$ cat src/rtl/mem_port_arbiter_pkg.sv
// Shared encodings for the memory port arbiter: access sizes, IO segment
// decode, FSM state type and small load/size helpers.
package mem_port_arbiter_pkg;

  localparam logic [1:0] SZ_B = 2'd0;
  localparam logic [1:0] SZ_H = 2'd1;
  localparam logic [1:0] SZ_W = 2'd2;

  // addr[17:16] of the UART/IO segment; writes here honour io_buffer_full
  localparam logic [1:0] IO_SEG = 2'b11;

  // only this many low address bits reach memory decode
  localparam int MEM_AW = 18;

  typedef enum logic [1:0] {
    IDLE = 2'd0,
    RD   = 2'd1,
    WR   = 2'd2
  } state_t;

  // index of the final byte of an access; the unused code 3 behaves as a word
  function automatic logic [1:0] last_byte(input logic [1:0] size);
    case (size)
      SZ_B:    last_byte = 2'd0;
      SZ_H:    last_byte = 2'd1;
      default: last_byte = 2'd3;
    endcase
  endfunction

  // zero/sign extension of an assembled load, keyed by its final byte index
  function automatic logic [31:0] extend_load(input logic [31:0] raw,
                                              input logic [1:0]  last,
                                              input logic        sext);
    case (last)
      2'd0:    extend_load = {{24{sext & raw[7]}}, raw[7:0]};
      2'd1:    extend_load = {{16{sext & raw[15]}}, raw[15:0]};
      default: extend_load = raw;
    endcase
  endfunction

endpackage

$ cat src/rtl/mem_port_arbiter_rr.sv
// Round-robin request selector. The channel after the most recently
// granted one has top priority; channel 0 leads after reset.
module rr_arbiter #(
  parameter  int NUM_CH = 2,
  localparam int ID_W   = (NUM_CH > 1) ? $clog2(NUM_CH) : 1
) (
  input  logic              clk_in,
  input  logic              rst_in,
  input  logic [NUM_CH-1:0] req,
  input  logic              advance,
  output logic [NUM_CH-1:0] grant,
  output logic [ID_W-1:0]   grant_id
);

  logic [ID_W-1:0] ptr;
  logic [ID_W-1:0] idx;
  logic            found;

  // first requester at or after the pointer, wrapping around
  always_comb begin
    grant    = '0;
    grant_id = '0;
    found    = 1'b0;
    idx      = '0;
    for (int i = 0; i < NUM_CH; i++) begin
      idx = ID_W'((int'(ptr) + i) % NUM_CH);
      if (!found && req[idx]) begin
        found       = 1'b1;
        grant[idx]  = 1'b1;
        grant_id    = idx;
      end
    end
  end

  // move priority past the channel that was just granted
  always_ff @(posedge clk_in) begin
    if (!rst_in) begin
      ptr <= '0;
    end else if (advance) begin
      ptr <= ID_W'((int'(grant_id) + 1) % NUM_CH);
    end
  end

endmodule

$ cat src/rtl/mem_port_arbiter.sv
// Shares one byte-wide memory port between NUM_CH requesters. Each granted
// request is split into 1/2/4 little-endian byte beats; loads are assembled
// and extended, stores to the IO segment wait while the UART buffer is full.
//
// state | meaning
// IDLE  | outputs quiet, arbitrating among pending requests
// RD    | issuing read addresses and capturing bytes one cycle later
// WR    | driving store bytes, holding a beat while the IO buffer is full
module mem_port_arbiter
  import mem_port_arbiter_pkg::*;
#(
  parameter int NUM_CH = 2,
  parameter int ADDR_W = 32
) (
  input  logic                     clk_in,
  input  logic                     rst_in,
  input  logic                     rdy_in,
  input  logic                     clear,
  input  logic                     io_buffer_full,
  input  logic [7:0]               mem_din,
  output logic [7:0]               mem_dout,
  output logic [31:0]              mem_a,
  output logic                     mem_wr,
  input  logic [NUM_CH-1:0]        req_valid,
  input  logic [NUM_CH-1:0]        req_we,
  input  logic [2*NUM_CH-1:0]      req_size,
  input  logic [NUM_CH-1:0]        req_sext,
  input  logic [ADDR_W*NUM_CH-1:0] req_addr,
  input  logic [32*NUM_CH-1:0]     req_wdata,
  output logic [NUM_CH-1:0]        resp_done,
  output logic [31:0]              resp_rdata
);

  localparam int ID_W = (NUM_CH > 1) ? $clog2(NUM_CH) : 1;

  logic [NUM_CH-1:0] grant;
  logic [ID_W-1:0]   grant_id;
  logic              take;

  logic [ADDR_W-1:0] sel_addr;
  logic [MEM_AW-1:0] sel_a;
  logic [1:0]        sel_size;
  logic              sel_we;
  logic              sel_sext;
  logic [31:0]       sel_wdata;
  logic              unused_addr_hi;

  state_t            state;
  logic [ID_W-1:0]   owner;
  logic [MEM_AW-1:0] base;
  logic [31:0]       wbuf;
  logic [31:0]       rbuf;
  logic [31:0]       rd_raw;
  logic [1:0]        last;
  logic              sext_q;
  logic [2:0]        cnt;
  logic              drv;

  logic [1:0]        next_idx;
  logic [MEM_AW-1:0] next_a;
  logic [MEM_AW-1:0] cur_a;
  logic              grant_stall;
  logic              next_stall;
  logic              cur_stall;

  // a grant is only taken from IDLE and never in a flush cycle
  assign take = (state == IDLE) && !clear && (|grant);

  // the channel receiving resp_done this cycle sits out this arbitration
  rr_arbiter #(.NUM_CH(NUM_CH)) u_rr (
    .clk_in   (clk_in),
    .rst_in   (rst_in),
    .req      (req_valid & ~resp_done),
    .advance  (rdy_in && take),
    .grant    (grant),
    .grant_id (grant_id)
  );

  assign sel_addr       = req_addr[int'(grant_id)*ADDR_W +: ADDR_W];
  assign sel_a          = sel_addr[MEM_AW-1:0];
  assign sel_size       = req_size[int'(grant_id)*2 +: 2];
  assign sel_we         = req_we[grant_id];
  assign sel_sext       = req_sext[grant_id];
  assign sel_wdata      = req_wdata[int'(grant_id)*32 +: 32];
  assign unused_addr_hi = ^sel_addr;

  assign next_idx    = cnt[1:0] + 2'd1;
  assign next_a      = base + MEM_AW'(next_idx);
  assign cur_a       = base + MEM_AW'(cnt[1:0]);
  assign grant_stall = (sel_a[17:16] == IO_SEG) && io_buffer_full;
  assign next_stall  = (next_a[17:16] == IO_SEG) && io_buffer_full;
  assign cur_stall   = (cur_a[17:16] == IO_SEG) && io_buffer_full;

  // final load byte comes straight from mem_din in the completion cycle
  always_comb begin
    rd_raw = rbuf;
    rd_raw[{last, 3'b000} +: 8] = mem_din;
  end

  // access sequencer; all memory-side outputs are registered here
  always_ff @(posedge clk_in) begin
    if (!rst_in) begin
      state      <= IDLE;
      owner      <= '0;
      base       <= '0;
      wbuf       <= '0;
      rbuf       <= '0;
      last       <= '0;
      sext_q     <= 1'b0;
      cnt        <= '0;
      drv        <= 1'b0;
      mem_a      <= '0;
      mem_dout   <= '0;
      mem_wr     <= 1'b0;
      resp_done  <= '0;
      resp_rdata <= '0;
    end else if (!rdy_in) begin
      // frozen: a beat already on the bus counts as done when rdy returns
      mem_wr    <= 1'b0;
      resp_done <= '0;
    end else begin
      resp_done <= '0;
      case (state)
        IDLE: begin
          mem_a    <= '0;
          mem_dout <= '0;
          mem_wr   <= 1'b0;
          drv      <= 1'b0;
          cnt      <= '0;
          if (take) begin
            owner  <= grant_id;
            base   <= sel_a;
            wbuf   <= sel_wdata;
            last   <= last_byte(sel_size);
            sext_q <= sel_sext;
            mem_a  <= 32'(sel_a);
            if (sel_we) begin
              state    <= WR;
              mem_dout <= sel_wdata[7:0];
              mem_wr   <= !grant_stall;
              drv      <= !grant_stall;
            end else begin
              state <= RD;
            end
          end
        end

        RD: begin
          if (clear) begin
            state <= IDLE;
            mem_a <= '0;
            cnt   <= '0;
          end else if (cnt == ({1'b0, last} + 3'd1)) begin
            state            <= IDLE;
            cnt              <= '0;
            mem_a            <= '0;
            resp_done[owner] <= 1'b1;
            resp_rdata       <= extend_load(rd_raw, last, sext_q);
          end else begin
            if (cnt != 3'd0) begin
              rbuf[{cnt[1:0] - 2'd1, 3'b000} +: 8] <= mem_din;
            end
            mem_a <= (cnt[1:0] < last) ? 32'(next_a) : '0;
            cnt   <= cnt + 3'd1;
          end
        end

        WR: begin
          if (drv) begin
            if (cnt[1:0] == last) begin
              state            <= IDLE;
              cnt              <= '0;
              drv              <= 1'b0;
              mem_a            <= '0;
              mem_dout         <= '0;
              mem_wr           <= 1'b0;
              resp_done[owner] <= 1'b1;
            end else begin
              cnt      <= cnt + 3'd1;
              mem_a    <= 32'(next_a);
              mem_dout <= wbuf[{next_idx, 3'b000} +: 8];
              mem_wr   <= !next_stall;
              drv      <= !next_stall;
            end
          end else begin
            mem_wr <= !cur_stall;
            drv    <= !cur_stall;
          end
        end

        default: state <= IDLE;
      endcase
    end
  end

endmodule
$ cat config.mk
export PLATFORM = sky130hd
export DESIGN_NAME = mem_port_arbiter
export DESIGN_NICKNAME = d
export VERILOG_FILES = /design/src/rtl/mem_port_arbiter_pkg.sv /design/src/rtl/mem_port_arbiter_rr.sv /design/src/rtl/mem_port_arbiter.sv
export SDC_FILE = /design/constraint.sdc
export NUM_CORES = 1
export LEC_CHECK = 0
export ABC_AREA = 1
export CORE_MARGIN = 1.5
export CORE_UTILIZATION = 53
export CTS_CLUSTER_SIZE = 8
export DETAILED_ROUTE_END_ITERATION = 8
export GPL_TIMING_DRIVEN = 0
export HOLD_SLACK_MARGIN = 0.05
export PLACE_DENSITY_LB_ADDON = 0.08
export SLEW_MARGIN = 20
export SYNTH_ARGS = -nofsm -noshare
export SYNTH_HDL_FRONTEND = slang
export SYNTH_SLANG_ARGS = --single-unit
$ cat constraint.sdc
create_clock -name clk_in -period 7.2 [get_ports clk_in]
set_clock_uncertainty 0.05 [all_clocks]
set_input_delay 2.16 -clock clk_in [delete_from_list [all_inputs] [get_ports clk_in]]
set_output_delay 2.16 -clock clk_in [all_outputs]
set_load 0.02 [all_outputs]
==> run metrics <==
Sum Neg Setup Slack=0 ps; top-area cell type share of the netlist area=37.9%; post-synthesis cell count=1,180; Area contributors post-synth=dfxtp_1 (38%), nand2_1 (14%), o21ai_0 (7.5%), a21oi_1 (6.2%), inv_1 (5.2%); final worst-path cycle share=between 50 and 60%; crit path DAT=roughly 4500 ps; Port Buffers=between 150 and 200; Power per Cell Area=231 nW/um^2; vias in the first global route=7,873; area leader, netlist=dfxtp_1; drt drc=0; Root Driver=clkbuf_16; Final Util=72.0%; boundary pin count=226; worst reg2reg path depth=15; total CTS buffers=17; vias post-DR=around 8,700; first-pass GRT wire length=approximately 39,000 um; FMAX=between 0.2 and 0.25 GHz; count of cell types in the netlist=44; Critical Path RT=~7500 ps; leak pwr=about 0.0045 uW; hold path depth=1; largest family of logic cells by synthesized area=simple AND/OR/NAND/NOR gates; mux cell area share after synthesis=0%; Final Wtd Congestion=0.936; asr flop ratio synth=0%; Synth Cell Area=around 8100 sq um; outcome=complete, no violations; Max transition margin=52.4%; Worst Setup Slack, final=roughly 3000 ps; top_reg_cell synth=dfxtp_1; Initial Util=53.9%; sequential cell area fraction in the yosys report=a little under two fifths; final setup fails=0; Worst Setup Start Kind=register; clock sink count=roughly 150; TritonCTS clock tree=built; syn avg cell area=between 6 and 7 sq um; grt ovf=0; Final Max Tran Viols=0; Resized Gates After CTS=0; initial DRC count=655; Setup Crit Path Kind=reg2reg; Synth Area in Compound Gates=a little over a fifth; hold violation total from the final report=0; Post-Synth Simple-Gate Area=between 20% and 30%; ANT nets after route=0; DIE WIDTH=between 100 and 150 um; Yosys reg bits=about 150; Worst-path clk slew=around 60 ps; Post-CTS Setup Inserts=0; share of post-route cells with drive strength above 1=about 7.4%; Core Area=~15,000 sq um; routed wire length per instance=between 15 and 20 um; Max IR drop VDD=roughly 0.19 mV; all-layer global routing usage=between 30% and 40%; Total Routed Length=between 20,000 and 25,000 um; initial antenna violation count=0; Area growth syn-to-layout=33.5%; Final HPWL DP=around 18,000 um; unrepaired setup endpoints after global routing=no; DRT Pass-1 Iters=6; CTS Hold Bufs=0; adder-cell share of the synthesized area=3.78%; CP Max Fanout=13; Final min period=around 4200 ps; Hold Path Class=reg2reg; Nets=about 1,600; max cap viols=0; Post-synth EDFFs=0; Crit. End Element=register; synth warn=0; via density per instance=between 5 and 6; Synth Area in XOR/XNOR=less than 1%; Clk Latency, worst-skew pair=430 ps; die outline area=16,100 sq um; Die H=127 um; antenna cell count=0; Max H-tree Level=4; # rows=45; Worst-Margin Slew=714 ps; Clock Path Buffers=2; pre-CTS setup slack=between 3000 and 4000 ps; largest net degree at the start of global routing=17
-- state kept, by name (all words and copies together), names as in the netlist --
signal and count:
rbuf 32, resp_rdata 32, wbuf 32, base 18, mem_a 18, mem_dout 8
cnt 3, last 2, resp_done 2, state 2, drv 1, mem_wr 1
owner 1, sext_q 1, u_rr.ptr 1
-- cell type report --
cell class | count | area (sq um)
clock buffers | 19 | 443
clock inverters | 13 | 169
plain buffers | 78 | 399
fillers | 1280 | 4220
well taps | 188 | 235
multi-input cells | 840 | 4250
repair buffers | 183 | 1830
flip-flops and latches | 154 | 3080
inverters | 121 | 457
-- power by group --
group          switching [uW]  total (uW)  internal [uW]  leakage, uW
clock                     377         935            557     0.000286
sequential               49.3         972            922      0.00125
combinational             365         605            240      0.00293
-- kinds of logic after synthesis --
family,count (synthesis)
buffers and inverters,199
AOI/OAI and AO/OA,326
adders and majority gates,24
DFF,154
xor gates and xnor gates,3
other,1
and+or+nand+nor,473
-- cells in the mapped netlist (all sizes together), types with 2 or more instances --
| cell | instances |
|---|---|
| nor3b | 17 |
| a21oi | 103 |
| o22ai | 30 |
| or2 | 2 |
| a211oi | 2 |
| nor3 | 4 |
| xnor2 | 2 |
| ha | 23 |
| buf | 39 |
| nand4 | 8 |
| nor2 | 73 |
| nand2 | 318 |
| a31oi | 64 |
| o21ai | 123 |
| clkbuf | 39 |
| inv | 120 |
| dfxtp | 154 |
| nand3 | 50 |
-- worst paths after layout --
check	startpoint	to	slack [ps]
setup / recovery	cnt[0]	mem_a[14]	3050
setup reg to reg	cnt[0]	mem_a[14]	3050
hold reg to reg	owner	resp_done[0]	360
hold / removal	owner	resp_done[0]	360
-- metal layers --
metal	global-route usage, %	part of all wire [%]
met5	0	0
met4	10.2	2.2
met3	5.15	5.7
met2	50.8	47
met1	39.7	45
-- per-stage QoR --
stage	hold slack, ps	instance area (sq um)	power (uW)	std cells
after floorplan	342	8190	1340	1193
after global placement	349	10300	1570	1564
after detailed placement	362	10300	1580	1564
after CTS	362	10900	2500	1596
after global routing	379	10900	2620	1596
final	361	10900	2510	1596
-- placed cells by master, fill, tap and decap left out, types with 4 or more instances in the layout --
master and instances:
a21oi_1 101, a31oi_1 64, buf_2 16, buf_4 19
clkbuf_1 40, clkbuf_16 17, clkdlybuf4s50_1 183, clkinvlp_4 4
conb_1 14, dfxtp_1 154, ha_1 23, inv_1 113
inv_2 6, nand2_1 310, nand2_2 6, nand3_1 45
nand3_2 5, nand4_1 7, nor2_1 64, nor2_2 4
nor2_4 4, nor3b_1 17, o21ai_0 122, o22ai_1 29
-- worst max-delay path, stage by stage, from the launching register on --
cell      delay (ps)
dfxtp_1          590
inv_1            250
clkbuf_1         390
ha_1             490
clkbuf_1         440
inv_1            220
fa_1             490
nor2_2           190
nand2_2          120
nor2_1           110
inv_1             70
nor2_2           140
nand3_1          130
o21ai_0          170
nand3_1          100
a21oi_1          140
(Power assumes the default switching activity.)
